File: src/rtl/wb_stage_if.sv
// MEM -> WB handshake bundle: one completed instruction per transfer (mem_valid && mem_ready).
// The MEM stage uses the master modport; the writeback stage uses the slave modport.
interface wb_stage_if;
    logic        mem_valid;
    logic        mem_ready;
    logic        mem_reg_write;
    logic [4:0]  mem_rd;
    logic        mem_is_load;
    logic [2:0]  mem_funct3;
    logic [1:0]  mem_addr_lo;
    logic [31:0] mem_alu_result;
    logic [31:0] mem_load_data;

    modport master (
        output mem_valid,
        output mem_reg_write,
        output mem_rd,
        output mem_is_load,
        output mem_funct3,
        output mem_addr_lo,
        output mem_alu_result,
        output mem_load_data,
        input  mem_ready
    );

    modport slave (
        input  mem_valid,
        input  mem_reg_write,
        input  mem_rd,
        input  mem_is_load,
        input  mem_funct3,
        input  mem_addr_lo,
        input  mem_alu_result,
        input  mem_load_data,
        output mem_ready
    );
endinterface

File: src/rtl/wb_stage.sv
// Writeback stage: load extraction, 2-entry write buffer ahead of a shared register-file port,
// and an optional pending-write scoreboard enabled by defining WB_SCOREBOARD_EN.
module wb_stage #(
    parameter int DEPTH = 2
) (
    input  logic        clk,
    input  logic        reset_n,
    wb_stage_if.slave   mem,
    input  logic        rf_port_busy,
    output logic        reg_write_en,
    output logic [4:0]  write_reg,
    output logic [31:0] write_data,
    input  logic        sb_set_en,
    input  logic [4:0]  sb_set_reg,
    output logic [31:0] busy_mask
);

    localparam logic [1:0] FULL_COUNT = 2'(DEPTH);

    logic [1:0]  count_reg;
    logic [1:0]  count_next;
    logic        head_reg;
    logic        head_next;
    logic        wr_ptr;
    logic [4:0]  entry_rd_reg   [DEPTH];
    logic [31:0] entry_data_reg [DEPTH];

    logic [7:0]  load_byte;
    logic [15:0] load_half;
    logic [31:0] load_value;
    logic [31:0] push_data;

    logic        accept;
    logic        push;
    logic        pop;
    logic [4:0]  head_rd;
    logic [31:0] head_data;

    // Load data extraction; mem_addr_lo[0] does not affect halfword selection.
    always_comb begin
        load_byte = mem.mem_load_data[7:0];
        case (mem.mem_addr_lo)
            2'd0:    load_byte = mem.mem_load_data[7:0];
            2'd1:    load_byte = mem.mem_load_data[15:8];
            2'd2:    load_byte = mem.mem_load_data[23:16];
            default: load_byte = mem.mem_load_data[31:24];
        endcase
        load_half = mem.mem_addr_lo[1] ? mem.mem_load_data[31:16] : mem.mem_load_data[15:0];

        case (mem.mem_funct3)
            3'b000:  load_value = {{24{load_byte[7]}}, load_byte};
            3'b001:  load_value = {{16{load_half[15]}}, load_half};
            3'b100:  load_value = {24'h000000, load_byte};
            3'b101:  load_value = {16'h0000, load_half};
            default: load_value = mem.mem_load_data;
        endcase

        push_data = mem.mem_is_load ? load_value : mem.mem_alu_result;
    end

    // Ready depends only on the occupancy count, never on the downstream port.
    assign mem.mem_ready = (count_reg < FULL_COUNT);

    assign accept    = mem.mem_valid && mem.mem_ready;
    assign push      = accept && mem.mem_reg_write && (mem.mem_rd != 5'd0);
    assign pop       = (count_reg != 2'd0) && !rf_port_busy;
    assign head_rd   = entry_rd_reg[head_reg];
    assign head_data = entry_data_reg[head_reg];

    // A push only happens with count 0 or 1, so the tail is head offset by count[0].
    assign wr_ptr     = head_reg ^ count_reg[0];
    assign head_next  = pop ? ~head_reg : head_reg;
    assign count_next = count_reg + {1'b0, push} - {1'b0, pop};

    always_ff @(posedge clk or negedge reset_n) begin
        if (!reset_n) begin
            count_reg <= 2'd0;
            head_reg  <= 1'b0;
        end else begin
            count_reg <= count_next;
            head_reg  <= head_next;
        end
    end

    // Payload storage carries no reset; validity is tracked by count_reg alone.
    genvar gi;
    generate
        for (gi = 0; gi < DEPTH; gi++) begin : g_entry
            always_ff @(posedge clk) begin
                if (push && (wr_ptr == 1'(gi))) begin
                    entry_rd_reg[gi]   <= mem.mem_rd;
                    entry_data_reg[gi] <= push_data;
                end
            end
        end
    endgenerate

    always_ff @(posedge clk or negedge reset_n) begin
        if (!reset_n) begin
            reg_write_en <= 1'b0;
            write_reg    <= 5'd0;
            write_data   <= 32'd0;
        end else begin
            reg_write_en <= pop;
            if (pop) begin
                write_reg  <= head_rd;
                write_data <= head_data;
            end
        end
    end

`ifdef WB_SCOREBOARD_EN
    logic [31:1] busy_mask_reg;

    // Set and clear share an edge; a set on the committing register keeps it busy.
    generate
        for (gi = 1; gi < 32; gi++) begin : g_sb
            logic set_hit;
            logic clr_hit;
            assign set_hit = sb_set_en && (sb_set_reg == 5'(gi));
            assign clr_hit = pop && (head_rd == 5'(gi));

            always_ff @(posedge clk or negedge reset_n) begin
                if (!reset_n) begin
                    busy_mask_reg[gi] <= 1'b0;
                end else if (set_hit) begin
                    busy_mask_reg[gi] <= 1'b1;
                end else if (clr_hit) begin
                    busy_mask_reg[gi] <= 1'b0;
                end
            end
        end
    endgenerate

    assign busy_mask = {busy_mask_reg, 1'b0};
`else
    logic unused_sb;
    assign unused_sb = &{1'b0, sb_set_en, sb_set_reg};
    assign busy_mask = 32'd0;
`endif

endmodule

File: src/flat_wrapper.sv
// flat-port wrapper written by rule: the top's interface ports become plain ports
module wb_stage_flat 
#(
    parameter int DEPTH = 2
)
  (clk, reset_n, rf_port_busy, reg_write_en, write_reg, write_data, sb_set_en, sb_set_reg, busy_mask, mem_mem_valid, mem_mem_reg_write, mem_mem_rd, mem_mem_is_load, mem_mem_funct3, mem_mem_addr_lo, mem_mem_alu_result, mem_mem_load_data, mem_mem_ready);
  wb_stage_if mem_i ();
  input  logic clk;
  input  logic reset_n;
  input  logic rf_port_busy;
  output logic reg_write_en;
  output logic [4:0] write_reg;
  output logic [31:0] write_data;
  input  logic sb_set_en;
  input  logic [4:0] sb_set_reg;
  output logic [31:0] busy_mask;
  input wire logic [$bits(mem_i.mem_valid)-1:0] mem_mem_valid;
  input wire logic [$bits(mem_i.mem_reg_write)-1:0] mem_mem_reg_write;
  input wire logic [$bits(mem_i.mem_rd)-1:0] mem_mem_rd;
  input wire logic [$bits(mem_i.mem_is_load)-1:0] mem_mem_is_load;
  input wire logic [$bits(mem_i.mem_funct3)-1:0] mem_mem_funct3;
  input wire logic [$bits(mem_i.mem_addr_lo)-1:0] mem_mem_addr_lo;
  input wire logic [$bits(mem_i.mem_alu_result)-1:0] mem_mem_alu_result;
  input wire logic [$bits(mem_i.mem_load_data)-1:0] mem_mem_load_data;
  output wire logic [$bits(mem_i.mem_ready)-1:0] mem_mem_ready;
  assign mem_i.mem_valid = mem_mem_valid;
  assign mem_i.mem_reg_write = mem_mem_reg_write;
  assign mem_i.mem_rd = mem_mem_rd;
  assign mem_i.mem_is_load = mem_mem_is_load;
  assign mem_i.mem_funct3 = mem_mem_funct3;
  assign mem_i.mem_addr_lo = mem_mem_addr_lo;
  assign mem_i.mem_alu_result = mem_mem_alu_result;
  assign mem_i.mem_load_data = mem_mem_load_data;
  assign mem_mem_ready = mem_i.mem_ready;
  wb_stage #(.DEPTH(DEPTH)) u_core (.clk(clk), .reset_n(reset_n), .mem(mem_i), .rf_port_busy(rf_port_busy), .reg_write_en(reg_write_en), .write_reg(write_reg), .write_data(write_data), .sb_set_en(sb_set_en), .sb_set_reg(sb_set_reg), .busy_mask(busy_mask));
endmodule
File: config.mk
export PLATFORM = sky130hd
export DESIGN_NAME = wb_stage_flat
export DESIGN_NICKNAME = d
export VERILOG_FILES = /design/src/rtl/wb_stage_if.sv /design/src/rtl/wb_stage.sv /design/src/flat_wrapper.sv
export SDC_FILE = /design/constraint.sdc
export NUM_CORES = 1
export LEC_CHECK = 0
export BUFFER_PORTS_ARGS = -buffer_cell sky130_fd_sc_hd__buf_2
export CORE_UTILIZATION = 47
export DETAILED_ROUTE_END_ITERATION = 16
export PLACE_DENSITY = 0.76
export SYNTH_ARGS = -nofsm -noshare
export SYNTH_HDL_FRONTEND = slang
export SYNTH_SLANG_ARGS = --single-unit
File: constraint.sdc
create_clock -name clk -period 3.18 [get_ports clk]
set_input_delay 0.636 -clock clk [delete_from_list [all_inputs] [get_ports clk]]
set_output_delay 0.636 -clock clk [all_outputs]
set_load 0.1 [all_outputs]
# Word-level counts from Yosys, hierarchy flattened
# Memory sizes are Yosys's and may differ from the RTL's. A register that Yosys moved wholly into a read port is not among the register bits.
# Index checks and enable logic that the tools add are counted.
dict set report totals {
  reg_bits 4
  ramBits 74
  in_bits 86
  word_cells 45
  mem_count 2
}
dict set report op_classes {
  add_sub_neg 2
  order_cmp 1
  eq_ne 5
  muxes 14
  n_bitwise 3
  n_reduce_logical 15
}
# name depth width read_ports rd_ports_with_merged_regs wr line
set mem_list {}
lappend mem_list {u_core.entry_data_reg 2 32 1 1 1 wb_stage.sv:26} ;# logic [31:0] entry_data_reg [DEPTH];
lappend mem_list {u_core.entry_rd_reg 2 5 1 1 1 wb_stage.sv:25} ;# logic [4:0] entry_rd_reg [DEPTH];
# op count
set ops {}
lappend ops {{32-bit case mux with 4 select lines} 1}
lappend ops {{32-bit 2-to-1 mux} 2}
lappend ops {{32-bit OR reduction} 1}
lappend ops {{8-bit case mux with 3 select lines} 1}
lappend ops {{16-bit 2-to-1 mux} 1}
lappend ops {{1-bit 2-to-1 mux} 8}
lappend ops {{3-bit == test (second input constant)} 2}
lappend ops {{1-bit logical AND} 6}
lappend ops {{5-bit 2-to-1 mux} 1}
lappend ops {{5-bit nonzero test} 1}
lappend ops {{5-bit OR reduction} 1}
lappend ops {{3-bit by 1-bit == test with 1-bit output (second input constant)} 1}
lappend ops {{1-bit zero test} 3}
lappend ops {{3-bit zero test} 1}
lappend ops {{2-bit by 1-bit adder with 2-bit output} 1}
lappend ops {{2-bit by 1-bit == test with 1-bit output (second input constant)} 1}
lappend ops {{2-bit == test (second input constant)} 1}
lappend ops {{2-bit zero test} 1}
lappend ops {{2-bit < comparator (second input constant)} 1}
lappend ops {{1-bit NOT} 2}
lappend ops {{2-bit nonzero test} 1}
lappend ops {{2-bit by 1-bit subtractor with 2-bit output} 1}
lappend ops {{1-bit bitwise XOR} 1}

# Depth between registers and ports, before layout
# Gate-level depths: netlist (run 1).
dict set report depth {
  word_depth 9
  depth_mapped 9
}

# Worst setup path after synthesis (run 1)
# No wires, ideal clock.
dict set report synth_timing {
  kind {register to register}
  from {register u_core.count_reg[1]}
  to {memory u_core.entry_data_reg[1][0], enable pin}
  arrival_time_ns 2.993
  required_ns 2.745
  setup_slack_ns -0.248
  path_stages_with_launch 4
  n_path_buf 0
  period_less_slack_ns 3.428
  path_cell_list {dfrtp_1 > inv_1 > o2111ai_1 > nor2b_1}
}
dict set report synth_via {
  elab_chain_cells 9
}
# element line
set synth_rtl {}
lappend synth_rtl {{start: declaration} wb_stage.sv:20} ;# logic [1:0] count_reg;
lappend synth_rtl {{start signal: assignment} wb_stage.sv:80} ;# count_reg <= count_next;
lappend synth_rtl {{2-bit < comparator (*)} wb_stage.sv:62} ;# assign mem.mem_ready = (count_reg < FULL_COUNT);
lappend synth_rtl {{named net mem_mem_ready} flat_wrapper.sv:25} ;# output wire logic [$bits(mem_i.mem_ready)-1:0] mem_mem_ready;
lappend synth_rtl {{1-bit logical AND (*)} wb_stage.sv:64} ;# assign accept = mem.mem_valid && mem.mem_ready;
lappend synth_rtl {{1-bit logical AND (*) (2 in series)} wb_stage.sv:65} ;# assign push = accept && mem.mem_reg_write && (mem.mem_rd != 5'd0);
lappend synth_rtl {{1-bit logical AND} wb_stage.sv:90} ;# if (push && (wr_ptr == 1'(gi))) begin
lappend synth_rtl {{1-bit 2-to-1 mux} wb_stage.sv:90}
lappend synth_rtl {{1-bit 2-to-1 mux (implied by the code)} wb_stage.sv:92} ;# entry_data_reg[gi] <= push_data;
lappend synth_rtl {{32-bit OR reduction (no source line)} -}
lappend synth_rtl {{1-bit 2-to-1 mux (no source line)} -}
lappend synth_rtl {{end: declaration} wb_stage.sv:26}
# Mark *: on every way through the listed nets, which the timed path passes. The rest lies on a longest branch.

# Final worst setup path (run 1)
dict set report layout_timing {
  from {input port mem_mem_funct3[1]}
  to {memory u_core.entry_data_reg[0][31], data pin}
}
dict set report layout_via {
  elab_chain_cells 4
}
# element line
set layout_rtl {}
lappend layout_rtl {{start: declaration} flat_wrapper.sv:21} ;# input wire logic [$bits(mem_i.mem_funct3)-1:0] mem_mem_funct3;
lappend layout_rtl {{3-bit == test, or another cell as far along} wb_stage.sv:50} ;# case (mem.mem_funct3)
lappend layout_rtl {{32-bit case mux with 4 select lines (*)} wb_stage.sv:50}
lappend layout_rtl {{32-bit 2-to-1 mux (*)} wb_stage.sv:58} ;# push_data = mem.mem_is_load ? load_value : mem.mem_alu_result;
lappend layout_rtl {{named net u_core.push_data[31]} wb_stage.sv:31} ;# logic [31:0] push_data;
lappend layout_rtl {{32-bit 2-to-1 mux (no source line) (*)} -}
# Marks and branches as above.

==> results of run 1 <==
==> final cells by class <==
type	count	area, sq um	share of cell area
clock buffer	17	425	0.0635
clock inverter	15	228	0.0340
inverter	9	33.8	0.00504
multi-input combinational	303	1950	0.292
sequential	115	3250	0.485
tap	143	179	0.0267
timing repair buffer	123	628	0.0938
==> worst max-delay path by stage <==
stage | startpoint | to | slack, ps | cells past startpoint
after floorplan | u_core.count_reg[1]$_DFF_PN0_ | u_core.entry_data_reg[0][0]$_DFFE_PP_ | 390 | 3
after global placement | mem_mem_funct3[1] | u_core.entry_data_reg[0][18]$_DFFE_PP_ | 550 | 5
after detailed placement | mem_mem_funct3[1] | u_core.entry_data_reg[0][31]$_DFFE_PP_ | 420 | 5
after CTS | mem_mem_funct3[1] | u_core.entry_data_reg[0][31]$_DFFE_PP_ | 850 | 5
after global routing | mem_mem_funct3[1] | u_core.entry_data_reg[0][31]$_DFFE_PP_ | 660 | 5
final | mem_mem_funct3[1] | u_core.entry_data_reg[0][31]$_DFFE_PP_ | 740 | 5
==> cells in the final DEF, fill, tap and decap left out, types with 2 or more instances in the layout <==
cell	Yosys	layout
conb_1	1	32
buf_4	32	5
o2bb2ai_1	8	8
nor2_1	20	19
ha_1	2	2
inv_6	0	4
dfrtp_1	41	40
a21oi_1	26	26
xnor2_1	3	3
o22ai_1	7	7
a221oi_1	6	6
nand2_1	64	64
o21ai_0	45	45
clkbuf_16	0	17
bufinv_16	0	5
buf_2	7	118
mux2_2	7	7
mux2i_1	45	45
clkinv_1	1	2
clkinv_4	0	3
inv_1	8	8
edfxtp_1	74	74
a221oi_2	10	10
and2_1	7	7
nand2b_1	8	8
==> power by group through the flow <==
stage	Clock [uW]	Combinational, uW	Sequential (uW)
floorplan	0	1020	3900
global placement	0	3220	2210
detailed placement	0	3250	2230
CTS	2110	3260	2200
global route	2180	3410	2250
finish	2080	3240	2200
==> cells by family after synthesis <==
logic type | after synthesis
DFF | 115
xor gates and xnor gates | 4
AOI/OAI and AO/OA | 110
buffers and inverters | 70
and+or+nand+nor | 102
muxes | 53
adders and majority gates | 2
other | 1
==> metal layers <==
metal | global-route usage | vias to the layer above
met3 | 0.0634 | 23
met2 | 0.320 | 163
met5 | 0 | -
met1 | 0.278 | 1790
li1 | - | 1824
met4 | 0.0905 | 0
==> worst max-delay path, stage by stage <==
cell	delay (ps)
buf_2	540
inv_1	310
a31oi_1	210
a21boi_4	570
a221oi_1	260
==> metrics by stage <==
step / power [uW] / setup slack, ps / std cells / utilization / cell area, sq um
6_report: 7510 / 735 / 725 / 0.589 / 6700
5_1_grt: 7830 / 661 / 725 / 0.589 / 6700
4_1_cts: 7570 / 853 / 725 / 0.589 / 6700
3_5_place_dp: 5480 / 424 / 693 / 0.532 / 6040
3_3_place_gp: 5430 / 549 / 693 / 0.532 / 6040
2_1_floorplan: 4920 / 394 / 488 / - / 5590
==> results_dict.tcl, run 1 <==
set metrics [dict create \
    layout-drive-gt1-share 0.309 \
    route.met3.wl_microns 923 \
    hold_class "input pin to asynchronous set/reset pin" \
    final-hold-violation-count 0 \
    die_x_microns 110 \
    rsz0062_at_grt "no" \
    via_count 3800 \
    crit_required_ps 3270 \
    initial_core_util 0.481 \
    finalSetupViolCount 0 \
    hold_ws_ps 384 \
    cts_resized 0 \
    diodes 0 \
    yosysTopAreaCellShare 0.406 \
    wl_met2_mm 5.72 \
    outcome "finished, final reports clean" \
    period_minus_slack_ps 2440 \
    share_comb_of_total_power 0.431 \
    via_per_inst 5.24 \
    synth_compound_area_frac 0.141 \
    p_int_uw 3990 \
    yosysMostFrequentCell "edfxtp_1" \
    antenna_found_initial 0 \
    path_max_fanout 40 \
    place_congestion 0.856 \
    core_area_sq_mm 0.0114 \
    yosysTopAreaCell "edfxtp_1" \
    drv_cap 0 \
    cts_tree "yes" \
    worstReg2RegEnd "u_core.entry_data_reg[0][20]$_DFFE_PP_" \
    synth_area_leaders "edfxtp_1 (41%), dfrtp_1 (19%), mux2i_1 (8.2%)" \
    synthArstFlopShare 0.357 \
    cts_root_buf "clkbuf_16" \
    synth_edf_count 74 \
    wl_mm 12.2 \
    leakagePower_uw 0.00290 \
    synth_top_family_by_area "compound AO/OA/AOI/OAI gates" \
    clk_latency_ps 410 \
    cts_sinks 115 \
    clockBufferDepth 2 \
    ctsHoldBuffers 0 \
    slew_violations 0 \
    tns_ps 0 \
    initialDrtViolationCount 285 \
    synth-main-ff-cell "edfxtp_1" \
    ant_nets 0 \
    port_buffers 118 \
    syn_to_final_growth_pct 22.4 \
    slew_headroom 0.284 \
    ys_types 38 \
    swShare 0.468 \
    hpwl_mm 8.11 \
    synth_adder_area_share 0.00457 \
    grt_pass1_wl_mm 18.4 \
    nets 657 \
    p_per_area_mw_per_mm2 1120 \
    cts_setup_buffers 0 \
    wl_per_cell_microns 16.8 \
    min_period_over_period 0.769 \
    skew_ps 10.1 \
    drcViolationCount 0 \
    start_kind "input pin" \
    max_freq_mhz 409 \
    synthSimpleGateAreaFrac 0.0785 \
    dieArea_sq_mm 0.0121 \
    grt.total_usage 0.210 \
    top_layer_used "met4" \
    tightest_slew_ps 1070 \
    critPathKind "input pin to register" \
    largest_register_ffs 64 \
    worstRegToRegCells 4 \
    synth_mux_area_frac 0.0995 \
    r2r_start "u_core.count_reg[1]$_DFF_PN0_" \
    wirelength_met1_mm 5.22 \
    p_sw_uw 3520 \
    syn_inst 457 \
    p_clk_frac 0.277 \
    ys_seq_area_frac 0.594 \
    fillerInstances 947 \
    syn_area_sq_mm 0.00547 \
    synth_commonest_cells "edfxtp_1 (74), nand2_1 (64), mux2i_1 (45), o21ai_0 (45), dfrtp_1 (41)" \
    die_h_microns 110 \
    synth-seq-cells 115 \
    p_seq_frac 0.292 \
    htreeDepth 4 \
    arrival_ps 2540 \
    grt_max_degree 76 \
    ir_worst_vdd_mv 0.880 \
    grt_pass1_vias 3621 \
    reg2reg_slack_ps 1350 \
    drt_pre_antenna_iters 5 \
    synth_xor_area_frac 0.00640 \
    num_rows 39 \
    numCtsBuffers 17 \
    ioPinCount 157 \
    endpoint_kind "register" \
    avgSynthCellArea_sq_um 12.0 \
    yosysWarnings 0 \
    path_clk_slew_ps 60 \
    gr-total-overflow 0 \
]
(Power assumes the default switching activity.)
==> run 2, diff against run 1 <==
==> constraint.sdc (replaced) <==
create_clock -name clk -period 2.2 [get_ports clk]
set_input_delay 0.44 -clock clk [delete_from_list [all_inputs] [get_ports clk]]
set_output_delay 0.44 -clock clk [all_outputs]
set_load 0.1 [all_outputs]
==> results_dict.tcl, run 2 (synthesized netlist as in run 1, its figures left out) <==
set metrics [dict create \
    outcome "finished, final reports clean" \
    layout_commonest_cell "buf_2" \
    drcViolationCount 0 \
    tightest_slew_ps 674 \
    crit_required_ps 2240 \
    grt_pass1_vias 3528 \
    max_stage_delay_ps 690 \
    dieArea_sq_mm 0.0121 \
    initial_core_util 0.481 \
    slew_violations 0 \
    cts_root_buf "clkbuf_16" \
    cts_sinks 115 \
    worstRegToRegCells 2 \
    critPathKind "register to register" \
    dpl_cell_area_sq_mm 0.00615 \
    path_clk_slew_ps 50 \
    max_freq_mhz 492 \
    wl_mm 12.3 \
    finalSetupViolCount 0 \
    dp_slack_ps -64.7 \
    grt_max_degree 76 \
    ioPinCount 157 \
    fillerInstances 938 \
    via_count 3833 \
    clk_latency_ps 410 \
    wl_per_cell_microns 16.6 \
    reg2reg_slack_ps 170 \
    leakagePower_uw 0.00290 \
    ir_worst_vdd_mv 1.34 \
    final_cells 739 \
    path_max_fanout 18 \
    antenna_found_initial 0 \
    largest_register_ffs 64 \
    p_per_area_mw_per_mm2 1530 \
    finish.instance_area_sq_mm 0.00668 \
    nets 671 \
    hpwl_mm 8.48 \
    core_area_sq_mm 0.0114 \
    drt_pre_antenna_iters 4 \
    skew_ps 13.7 \
    crit_path_top_delay_cell "nor2b_4" \
    numCtsBuffers 17 \
    drv_cap 0 \
    diodes 0 \
    slew_headroom 0.550 \
    worstReg2RegEnd "u_core.entry_data_reg[1][12]$_DFFE_PP_" \
    arrival_ps 2070 \
    dpl.cell_count 705 \
    cp.depth 2 \
    via_per_inst 5.19 \
    start_kind "register" \
    grt.total_usage 0.206 \
    place_congestion 0.851 \
    min_period_over_period 0.924 \
    num_rows 39 \
    setup_slack_ps 166 \
    endpoint_kind "register" \
    crit_end "u_core.entry_data_reg[1][12]$_DFFE_PP_" \
    gr-total-overflow 0 \
    period_minus_slack_ps 2030 \
    final-hold-violation-count 0 \
    ant_nets 0 \
    grt_pass1_wl_mm 18.0 \
    rsz0062_at_grt "no" \
    crit_path_start "u_core.count_reg[0]$_DFF_PN0_" \
    die_h_microns 110 \
    critical-path-top-delay-family "simple AND/OR/NAND/NOR gates" \
    crit_chain "xor2_1 -> nor2b_4" \
    initialDrtViolationCount 333 \
    fin_util 0.587 \
    crit_buf_inv 0 \
    cts_tree "yes" \
    layout_common_cells "buf_2 (118), edfxtp_1 (74), nand2_1 (64)" \
    htreeDepth 4 \
    clockBufferDepth 2 \
    hold_class "input pin to asynchronous set/reset pin" \
    r2r_start "u_core.count_reg[0]$_DFF_PN0_" \
    hold_ws_ps 42.8 \
    layout-drive-gt1-share 0.317 \
    port_buffers 118 \
    syn_to_final_growth_pct 22.1 \
    die_x_microns 110 \
]
run 2: final cells by class:
| type | count | area [sq um] | share of cell area |
|---|---|---|---|
| Clock buffer | 25 | 465 | 0.0697 |
| Clock inverter | 7 | 37.5 | 0.00562 |
| Inverter | 9 | 37.5 | 0.00562 |
| Multi-Input combinational cell | 305 | 1980 | 0.296 |
| Sequential cell | 115 | 3250 | 0.487 |
| Tap cell | 143 | 179 | 0.0268 |
| Timing Repair Buffer | 135 | 731 | 0.109 |
run 2: what timing repair did:
action,CTS,global route
hold buffers,0,0
endpoints found under the hold margin,0,0
buffers inserted,0,0
endpoints found under the setup margin,0,44
gates resized for setup,0,2
run 2: worst min-delay path by stage:
stage / start / slack (ps) / cells past startpoint / end
finish: reset_n / 40 / 1 / u_core.write_reg[1]$_DFFE_PN0P_
global route: reset_n / 80 / 1 / u_core.write_reg[2]$_DFFE_PN0P_
CTS: reset_n / 50 / 1 / u_core.write_reg[1]$_DFFE_PN0P_
detailed placement: u_core.write_data[12]$_DFFE_PN0P_ / 470 / 2 / u_core.write_data[12]$_DFFE_PN0P_
global placement: u_core.write_data[14]$_DFFE_PN0P_ / 460 / 2 / u_core.write_data[14]$_DFFE_PN0P_
floorplan: reset_n / 140 / 0 / u_core.count_reg[0]$_DFF_PN0_
run 2: report_power, final:
part           leakage (uW)  switching [uW]  internal (uW)
combinational       0.00148            3880            852
sequential          0.00118             247           2940
clock              0.000249             874           1450
total               0.00290            5000           5240
run 2: routing by layer:
layer,track usage,up-vias,share of wire
met1,0.277,1805,0.44
met2,0.314,168,0.48
met5,0,-,0
li1,-,1844,-
met3,0.0563,16,0.065
met4,0.0876,0,0.017
run 2: metrics by stage:
| stage | total power, uW | TNS, ps |
|---|---|---|
| 3_5_place_dp | 7920 | -3790 |
| 4_1_cts | 10200 | 0 |
| 3_3_place_gp | 7840 | -1150 |
| 5_1_grt | 10700 | 0 |
| 6_report | 10200 | 0 |
| 2_1_floorplan | 7140 | 0 |
